==> config.mk <==
export PLATFORM = sky130hd
export DESIGN_NAME = softmax_exp_prep
export DESIGN_NICKNAME = d
export VERILOG_FILES = /design/src/rtl/softmax_exp_prep.sv
export SDC_FILE = /design/constraint.sdc
export NUM_CORES = 1
export LEC_CHECK = 0
export BUFFER_PORTS_ARGS = -buffer_cell sky130_fd_sc_hd__buf_4
export CORE_UTILIZATION = 45
export DETAILED_ROUTE_END_ITERATION = 10
export SYNTH_ARGS = -nofsm -noshare
export SYNTH_HDL_FRONTEND = slang
export SYNTH_SLANG_ARGS = --single-unit
==> constraint.sdc <==
create_clock -name I_CLK -period 11.9 [get_ports I_CLK]
set_clock_uncertainty 0.2 [all_clocks]
set_input_delay 1.785 -clock I_CLK [delete_from_list [all_inputs] [get_ports I_CLK]]
set_output_delay 1.785 -clock I_CLK [all_outputs]
set_load 0.1 [all_outputs]
==> src/rtl/softmax_exp_prep.sv <==
// Row-buffered range reduction ahead of the 2^x approximator: buffers one row of
// scores, tracks the row max, then replays (x - max) * log2(e) as fraction + shift.
module softmax_exp_prep #(
    parameter int ROW_MAX = 64,
    parameter int DW      = 16
) (
    input  logic          I_CLK,
    input  logic          I_RST_N,
    input  logic          I_VALID,
    input  logic [DW-1:0] I_DATA,
    input  logic          I_LAST,
    output logic          O_READY,
    output logic          O_VALID,
    input  logic          I_READY,
    output logic [12:0]   O_VI,
    output logic [3:0]    O_SHIFT,
    output logic          O_LAST,
    output logic          O_OVF
);
    localparam int PW = $clog2(ROW_MAX + 1);
    localparam int AW = $clog2(ROW_MAX);
    localparam logic signed [31:0] LOG2E = 32'sd11819;

    typedef enum logic {LOAD, EMIT} state_t;
    state_t state_q, state_d;

    logic signed [DW-1:0] mem [ROW_MAX];
    logic [PW-1:0]        wr_ptr, rd_ptr;
    logic signed [DW-1:0] max_q;

    logic                 accept, trunc, row_end, out_load, out_done;
    logic signed [DW-1:0] x;
    logic signed [DW:0]   d;
    logic signed [31:0]   p, y, n;
    logic [12:0]          f_raw, f;

    assign O_READY = (state_q == LOAD);

    always_comb begin
        state_d  = state_q;
        accept   = I_VALID && (state_q == LOAD);
        trunc    = accept && !I_LAST && (wr_ptr == PW'(ROW_MAX - 1));
        row_end  = accept && (I_LAST || (wr_ptr == PW'(ROW_MAX - 1)));
        out_load = (state_q == EMIT) && (!O_VALID || I_READY) && (rd_ptr < wr_ptr);
        out_done = O_VALID && I_READY && O_LAST;
        case (state_q)
            LOAD:    if (row_end)  state_d = EMIT;
            EMIT:    if (out_done) state_d = LOAD;
            default: state_d = LOAD;
        endcase
    end

    // d <= 0 always, so y/n are negative; the floor shifts split y into
    // a non-negative fraction and an integer part whose negation is the shift.
    always_comb begin
        x     = mem[rd_ptr[AW-1:0]];
        d     = (DW+1)'(x) - (DW+1)'(max_q);
        p     = 32'(d) * LOG2E;
        y     = p >>> 13;
        n     = y >>> 13;
        f_raw = y[12:0];
        f     = f_raw;
        if (f_raw == 13'd2166)
            f = 13'd2167;
        else if (f_raw == 13'd8191)
            f = 13'd8190;
    end

    always_ff @(posedge I_CLK) begin
        if (accept)
            mem[wr_ptr[AW-1:0]] <= I_DATA;
    end

    always_ff @(posedge I_CLK) begin
        if (!I_RST_N) begin
            state_q <= LOAD;
            wr_ptr  <= '0;
            rd_ptr  <= '0;
            max_q   <= '0;
            O_VALID <= 1'b0;
            O_VI    <= '0;
            O_SHIFT <= '0;
            O_LAST  <= 1'b0;
            O_OVF   <= 1'b0;
        end else begin
            state_q <= state_d;
            O_OVF   <= trunc;
            if (accept) begin
                wr_ptr <= wr_ptr + PW'(1);
                if (wr_ptr == '0 || $signed(I_DATA) > max_q)
                    max_q <= I_DATA;
            end
            // wr_ptr doubles as the row count while emitting
            if (out_done) begin
                wr_ptr  <= '0;
                rd_ptr  <= '0;
                O_VALID <= 1'b0;
            end else if (out_load) begin
                O_VALID <= 1'b1;
                O_VI    <= f;
                O_SHIFT <= 4'(-n);
                O_LAST  <= (rd_ptr == wr_ptr - PW'(1));
                rd_ptr  <= rd_ptr + PW'(1);
            end else if (I_READY) begin
                O_VALID <= 1'b0;
            end
        end
    end
endmodule

# [After elaboration in Yosys (flattened, before gate mapping)]
# Memories as Yosys holds them, arrays and structs flattened. A register that Yosys moved wholly into a read port is not among the register bits.
# Cells that the tools add are included.
[word_totals] ff_bits=51 mem_bits_rw=1024 in_bits=21 elab_cells=54 memories=1
[mem_list] name="mem" words=64 width=16 rd=1 rd_ports_with_merged_regs=1 wr=1 line="27" rtl="logic signed [DW-1:0] mem [ROW_MAX];"
[classes] add_sub_neg=5 n_mul=1 order_cmp=2 n_eq_ne=4 n_mux=11 bitwise_logic=3 reduce_logical=18
[ops] operator="$mul 17x15->30 const B" n=1
[ops] operator="$mux 13" n=2
[ops] operator="$sub 16x16->17" n=1
[ops] operator="$gt 16x16->1" n=1
[ops] operator="$add 7x1->7 const B" n=2
[ops] operator="$eq 13x12->1 const B" n=1
[ops] operator="$eq 13x13->1 const B" n=1
[ops] operator="$mux 6" n=2
[ops] operator="$logic_and 1x1->1" n=8
[ops] operator="$eq 7x6->1 const B" n=1
[ops] operator="$eq 7x7->1" n=1
[ops] operator="$logic_not 7->1" n=1
[ops] operator="$lt 7x7->1" n=1
[ops] operator="$sub 7x1->7 const B" n=1
[ops] operator="$mux 1" n=6
[ops] operator="$neg 4->4" n=1
[ops] operator="$reduce_and 2->1" n=2
[ops] operator="$logic_or 1x1->1" n=3
[ops] operator="$not 1->1" n=3
[ops] operator="$logic_not 1->1" n=2
[ops] operator="$pmux 1 s2" n=1
[ops] operator="$reduce_bool 2->1" n=1
[ops] operator="$reduce_or 2->1" n=1

# [Depth between registers and ports, before layout]
# Gate-level depths: netlist (run 1).
[logic_depth] word_depth=6 ltp_mapped=42 mapped_depth_nobuf=39

# [Worst setup path before layout (run 1)]
# OpenSTA, ideal clock, no wires.
[synth_timing] path_type="reg2reg" from="register (tool-made name)" to="register O_SHIFT[2]" setup_time_ns=0.106 arrival_ns=10.466 required_ns=11.594 setup_slack_ns=1.129 stages_incl_launch_ff=42 n_path_buf=3 synth_period_minus_slack_ns=10.771 cell_sequence="dfxtp_1 > clkbuf_1 > clkbuf_1 > buf_1 > mux4_2 > mux4_2 > mux4_2 > inv_1 > ha_1 > inv_1 > fa_1 > a211o_1 > a211oi_1 > nor2_1 > a21oi_1 > o21bai_1 > a21oi_1 > o21bai_1 > (+6 left out) > fa_1 > inv_1 > fa_1 > inv_1 > ha_1 > o21ai_0 > a21oi_1 > nand3_1 > nor2_1 > a41o_1 > o311a_1 > a21boi_0 > o21a_1 > or2_2 > ha_1 > xor2_1 > or3_1 > o311ai_0"
[synth_rtl] element="end signal, assigned" line="101" rtl="O_SHIFT <= 4'(-n);"
[synth_rtl] element="end, declared" line="16" rtl="output logic [3:0] O_SHIFT,"

==> impl_results.md, run 1 <==
* Setup Crit Path Kind: register to register
* Post-Place Cell Area at 0.0503 mm^2
* Slew headroom at 0.0943
* CTS root buf: clkbuf_16
* Buffers on Ports at 41
* Worst slew pin tran at 1.36 ns
* Commonest non-fill, non-tap cell in the layout: edfxtp_1
* Synth top area share at 0.646
* Fmax at 88.9 MHz
* Sum Neg Setup Slack at 0 ns
* Core area at 0.104 mm^2
* Dominant cells by area after synthesis: edfxtp_1 (65%), mux4_2 (16%), ha_1 (4.1%)
* EDFF count, synth at 1024
* Vias in the first global route at 25100
* CTS tree: built
* Slew Limit Fails at 0
* Hold buffer count at cts at 0
* FILL cells at 8365
* Commonest cells after routing, fill and taps aside: edfxtp_1 (1024), mux4_2 (336), inv_1 (204)
* Yosys top cell by area: edfxtp_1
* Iter 0 DRT Violations at 2811
* Status: finished clean
* Synthesized area per cell at 18.8 um^2
* Number of buffers inserted during clock tree synthesis at 107
* Wl on met1 at 50.2 mm
* Unrepaired setup endpoints after global routing: no
* Final ANT Viol Nets at 0
* CP max-delay cell: fa_2
* Total global routing overflow at 0
* Chip Height at 327 um
* # placed instances at 3969
* Hold Path Class: register to register
* Startpoint Class: register
* Top routing layer in use: met5
* Arr. time, crit path at 11.61 ns
* CP Max Fanout at 31
* Yosys cell types at 70
* Clock buffer depth at 3
* Post-Route WL at 121 mm
* DR DRC count at 0
* DR WL met3 at 9.15 mm
* Register area share after synthesis at 0.670
* Share of layout cells above drive strength 1 at 0.252
* Main flop type after synthesis: edfxtp_1
* Largest net degree at the start of global routing at 80
* Cells after Synth at 2535
* Total track usage at 0.231
* CTS sink count at 1081
* Initial Util at 0.457
* Worst endpoint required time at 12.26 ns
* Maxcap violations at 0
* DR WL/cell at 29.0 um
* Global-route wire length before repair at 176 mm
* Clk Latency, worst-skew pair at 0.72 ns
* Num rows at 118
* Tcrit/Tclk final at 0.946
* Yosys warns at 0
* DR vias/cell at 5.92
* Area Growth Syn to Fin at 13.2%
* Antenna violations before repair at 5
* Final nets at 2970
* Yosys reg bits at 1081
* Fin. Hold Viols at 0
* Die area at 0.107 mm^2
* Layout Cell Area excl Fill at 0.0539 mm^2
* Met2 WL at 58.2 mm
* Final setup vio count at 0
* # H-tree levels at 3
* Asr flop ratio synth at 0
* Crit path capture type: register
* Pre-antenna DRT Iters at 6
* Synthesized cell area at 0.0476 mm^2
* Reg clk slew, reported paths at 0.07 ns
* Chip Width at 327 um
* Layout Cells excl Fill at 4175
* Syn_nets at 2797
* I/O pin count at 42
* Gpl congestion at 0.860
* Vias at 24700
* Final min period at 11.25 ns
* Hpwl dp at 75.8 mm
* Largest stage delay, worst path at 0.70 ns
## logic make-up (layout without fill, tap and decap cells)
| group | after synthesis | count (layout) | synth area share |
|---|---|---|---|
| fa+ha+maj | 242 | 242 | 0.0770 |
| buf+inv | 314 | 573 | 0.0249 |
| compound gates | 195 | 195 | 0.0268 |
| xor+xnor | 65 | 65 | 0.0121 |
| simple gates | 297 | 297 | 0.0292 |
| mux | 341 | 341 | 0.160 |
| flops | 1081 | 1081 | 0.670 |
| other cells | 0 | 1 | 0 |
## layer usage
| layer | GRT usage | vias up |
|---|---|---|
| met4 | 0.0696 | 2 |
| met2 | 0.373 | 931 |
| met1 | 0.321 | 13200 |
| li1 | - | 10400 |
| met3 | 0.0424 | 184 |
| met5 | 0 | - |
## stage by stage
step	hold WS (ns)	utilization	setup slack [ns]
2_1_floorplan	0.244	-	1.13
3_3_place_gp	0.248	0.483	0.663
3_5_place_dp	0.255	0.483	0.332
4_1_cts	0.263	0.516	0.239
5_1_grt	0.286	0.517	0.0450
6_report	0.262	0.517	0.648
## final cells by class
class | instances | area [um^2] | area share
sequential | 1081 | 31900 | 0.592
multi-input combinational | 1140 | 14600 | 0.271
clock buffer | 130 | 2840 | 0.0526
tap | 1380 | 1730 | 0.0320
timing repair buffer | 171 | 1410 | 0.0261
inverter | 207 | 777 | 0.0144
clock inverter | 65 | 616 | 0.0114
antenna | 1 | 2.50 | 0.0000464
## worst max-delay path: cells and delay by family (launching register included)
family | cells | cell delay (ns)
adders and majority gates | 10 | 3.96
AOI/OAI and AO/OA | 13 | 2.73
muxes | 3 | 1.48
and+or+nand+nor | 5 | 1.01
buffers and inverters | 8 | 0.96
DFF | 1 | 0.45
xor gates and xnor gates | 2 | 0.29
## cell usage after synthesis, types with 3 or more instances
| cell | count |
|---|---|
| a211o_1 | 5 |
| a211oi_1 | 8 |
| a21boi_0 | 3 |
| a21o_1 | 10 |
| a21oi_1 | 63 |
| a31oi_1 | 5 |
| and3_1 | 4 |
| and4_1 | 3 |
| buf_1 | 28 |
| buf_2 | 4 |
| clkbuf_1 | 74 |
| clkinv_1 | 3 |
| dfxtp_1 | 57 |
| edfxtp_1 | 1024 |
| fa_1 | 85 |
| ha_1 | 156 |
| inv_1 | 204 |
| mux2i_1 | 5 |
| mux4_2 | 336 |
| nand2_1 | 69 |
| nand3_1 | 42 |
| nand4_1 | 18 |
| nor2_1 | 108 |
| nor2b_1 | 9 |
| nor3_1 | 9 |
| nor4_1 | 7 |
| nor4b_1 | 3 |
| o2111ai_1 | 3 |
| o211ai_1 | 21 |
| o21a_1 | 11 |
| o21ai_0 | 29 |
| o21bai_1 | 8 |
| o22ai_1 | 3 |
| or2_2 | 5 |
| or3_1 | 7 |
| or4_1 | 3 |
| xnor2_1 | 43 |
| xor2_1 | 21 |
## path summary, 6_finish.rpt
check | start | endpoint | slack, ns | cells past startpoint
min | O_VI[8]$_SDFFE_PN0P_ | O_VI[8]$_SDFFE_PN0P_ | 0.26 | 2
min reg2reg | O_VI[8]$_SDFFE_PN0P_ | O_VI[8]$_SDFFE_PN0P_ | 0.26 | 2
max reg2reg | register | O_SHIFT[2]$_SDFFE_PN0P_ | 0.65 | 41
max | register | O_SHIFT[2]$_SDFFE_PN0P_ | 0.65 | 41
## what timing repair did
item                                    in CTS  in global routing
gates resized for setup                      0                  3
buffers inserted                             0                 10
endpoints found under the setup margin       0                  1
## sequential cells by signal, summed over array words and instances (netlist names), named ones only
register,cells
wr_ptr,7
O_SHIFT,4
O_VALID,1
max_q,16
O_LAST,1
O_VI,13
mem,1024
rd_ptr,7
state_q,1
O_OVF,1
Power of run 1 is not shown: default switching activity piles up to over one toggle a cycle in this logic, so the estimate is an artifact.
==> inputs of run 2 (changes only) <==
Settings changed: REMOVE_ABC_BUFFERS set to 1.
==> run 2 against run 1 <==
The run now ends with max-capacitance violations left; maximum frequency fell by 0.90%; highest routed layer unchanged; worst setup slack got worse by 0.10 ns; count of clock-buffer cells in the layout grew 16; register-to-register slack lost 0.10 ns; largest cell class unchanged; via count decreased by 1.0%.
==> impl_results.md, run 2 (synthesized netlist as in run 1, its figures left out) <==
* Setup Crit Path Kind: register to register
* Global-route wire length before repair at 173 mm (-1.9%)
* Initial Util at 0.457 (unchanged)
* Gpl congestion at 0.904 (+5.1%)
* Worst r2r path cells at 33 (-20%)
* Iter 0 DRT Violations at 2388 (-15%)
* Die area at 0.107 mm^2 (unchanged)
* Pre-antenna DRT Iters at 7 (+1)
* Post-Place Cell Area at 0.0504 mm^2 (about the same)
* Hpwl dp at 73.4 mm (-3.2%)
* CTS sink count at 1081 (unchanged)
* Clock buffer depth at 3 (unchanged)
* Startpoint Class: register
* Worst endpoint required time at 12.26 ns (about the same)
* Cell count along the critical path at 33 (-20%)
* Status: finished with violations
* Slew Limit Fails at 0 (unchanged)
* CP max-delay cell: o311ai_0
* Most common cell on crit path: fa_1
* # H-tree levels at 3 (unchanged)
* Area Growth Syn to Fin at 13.9%
* Unrepaired setup endpoints after global routing: no
* Failing checks: max-capacitance violations
* Maxcap violations at 1 (+1)
* DR vias/cell at 5.84 (-1.2%)
* Commonest cells after routing, fill and taps aside: edfxtp_1 (1024), mux4_2 (336), inv_1 (204)
* Clk Latency, worst-skew pair at 0.71 ns (about the same)
* Final setup vio count at 0 (unchanged)
* CTS tree: built
* Share of layout cells above drive strength 1 at 0.253 (+0.00169)
* Slew headroom at 0.0106 (-0.0837)
* End of the critical path: O_SHIFT[2]$_SDFFE_PN0P_
* Largest net degree at the start of global routing at 67 (-16%)
* Total global routing overflow at 0 (unchanged)
* CTS root buf: clkbuf_16
* Num rows at 118 (unchanged)
* Number of buffers inserted during clock tree synthesis at 109 (+1.9%)
* Worst path bufs/invs at 5 (-3)
* Commonest non-fill, non-tap cell in the layout: edfxtp_1
* Hold Path Class: register to register
* I/O pin count at 42 (unchanged)
* Post-Route WL at 119 mm (-2.2%)
* Total track usage at 0.225 (-0.00593)
* Reg clk slew, reported paths at 0.06 ns (about the same)
* Core area at 0.104 mm^2 (unchanged)
* Delay-heaviest family, CP: adder cells
* Crit path capture type: register
* DR DRC count at 0 (unchanged)
* Chip Width at 327 um (unchanged)
* Arr. time, crit path at 11.71 ns (+0.10 ns)
* Worst slew pin tran at 1.48 ns (+0.126 ns)
* Layout Cell Area excl Fill at 0.0542 mm^2 (+0.63%)
* CP Max Fanout at 17 (-45%)
* Chip Height at 327 um (unchanged)
* Final nets at 2967 (-0.10%)
* Fmax at 88.1 MHz (-0.90%)
* Tcrit/Tclk final at 0.954 (+0.00860)
* Vias in the first global route at 25200 (+0.31%)
* Reg-to-reg endpoint: O_SHIFT[2]$_SDFFE_PN0P_
* Max reg flops at 1024 (unchanged)
* Largest stage delay, worst path at 0.67 ns (-0.03 ns)
* DR WL/cell at 28.3 um (-2.3%)
* Fin. Hold Viols at 0 (unchanged)
* Vias at 24400 (-1.0%)
* Buffers on Ports at 41 (unchanged)
* Final ANT Viol Nets at 0 (unchanged)
* Flop-to-flop setup slack at 0.55 ns (-0.10 ns)
* Antenna violations before repair at 3 (-2)
* Final min period at 11.35 ns (+0.102 ns)
run 2: cell count changes in the layout (fill, tap and decap cells not counted), sizes merged:
cell	change
buf	-5
bufinv	+7
clkbuf	+16
clkinv	-14
clkinvlp	+2
diode	+2
inv	-1
run 2: final cells by class:
cell class	instances	area (um^2)
fillers	8311	50000
diodes	3	7.51
inverters	207	777
well taps	1380	1730
multi-input cells	1140	14600
clock inverters	59	779
clock buffers	146	2980
flip-flops and latches	1081	31900
repair buffers	166	1420
run 2: worst min-delay path by stage:
stage                                         to                   start  slack [ns]  cells after the start
after floorplan           max_q[10]$_SDFFE_PN0P_  max_q[10]$_SDFFE_PN0P_        0.24                      2
after global placement     O_VI[12]$_SDFFE_PN0P_   O_VI[12]$_SDFFE_PN0P_        0.25                      2
after detailed placement    O_VI[7]$_SDFFE_PN0P_    O_VI[7]$_SDFFE_PN0P_        0.25                      2
after CTS                   O_VI[7]$_SDFFE_PN0P_    O_VI[7]$_SDFFE_PN0P_        0.26                      2
after global routing        O_VI[9]$_SDFFE_PN0P_    O_VI[9]$_SDFFE_PN0P_        0.28                      2
final                       O_VI[7]$_SDFFE_PN0P_    O_VI[7]$_SDFFE_PN0P_        0.26                      2
run 2: routing by layer:
layer / GRT usage / vias to the layer above / wire length (um)
met5: 0 / - / 11
met4: 0.0587 / 2 / 3000
met3: 0.0331 / 158 / 7390
met2: 0.369 / 850 / 57600
met1: 0.317 / 13000 / 50500
li1: - / 10400 / -
run 2: through the flow:
stage	utilization	TNS, ns	instances	setup WS, ns	hold WS (ns)
after floorplan	-	-121.11	2428	-8.36	0.244
after global placement	0.483	0	3967	0.498	0.246
after detailed placement	0.483	0	3967	0.225	0.250
after CTS	0.519	0	4172	0.155	0.258
after global routing	0.520	0	4180	0.0119	0.281
final	0.520	0	4182	0.546	0.256
run 2: what timing repair did:
item	4_1_cts	5_1_grt
endpoints found under the setup margin	0	1
setup buffers	0	7
hold buffers	0	0
resized for setup	0	2
run 2: tightest hold or removal path, delay by kind of cell, from the launching register on:
kind	cells	cell delay, ns
AND/OR/NAND/NOR	1	0.05
flip-flops	1	0.30
AO/OA/AOI/OAI	1	0.05
Power of run 2 is left out for the same reason.
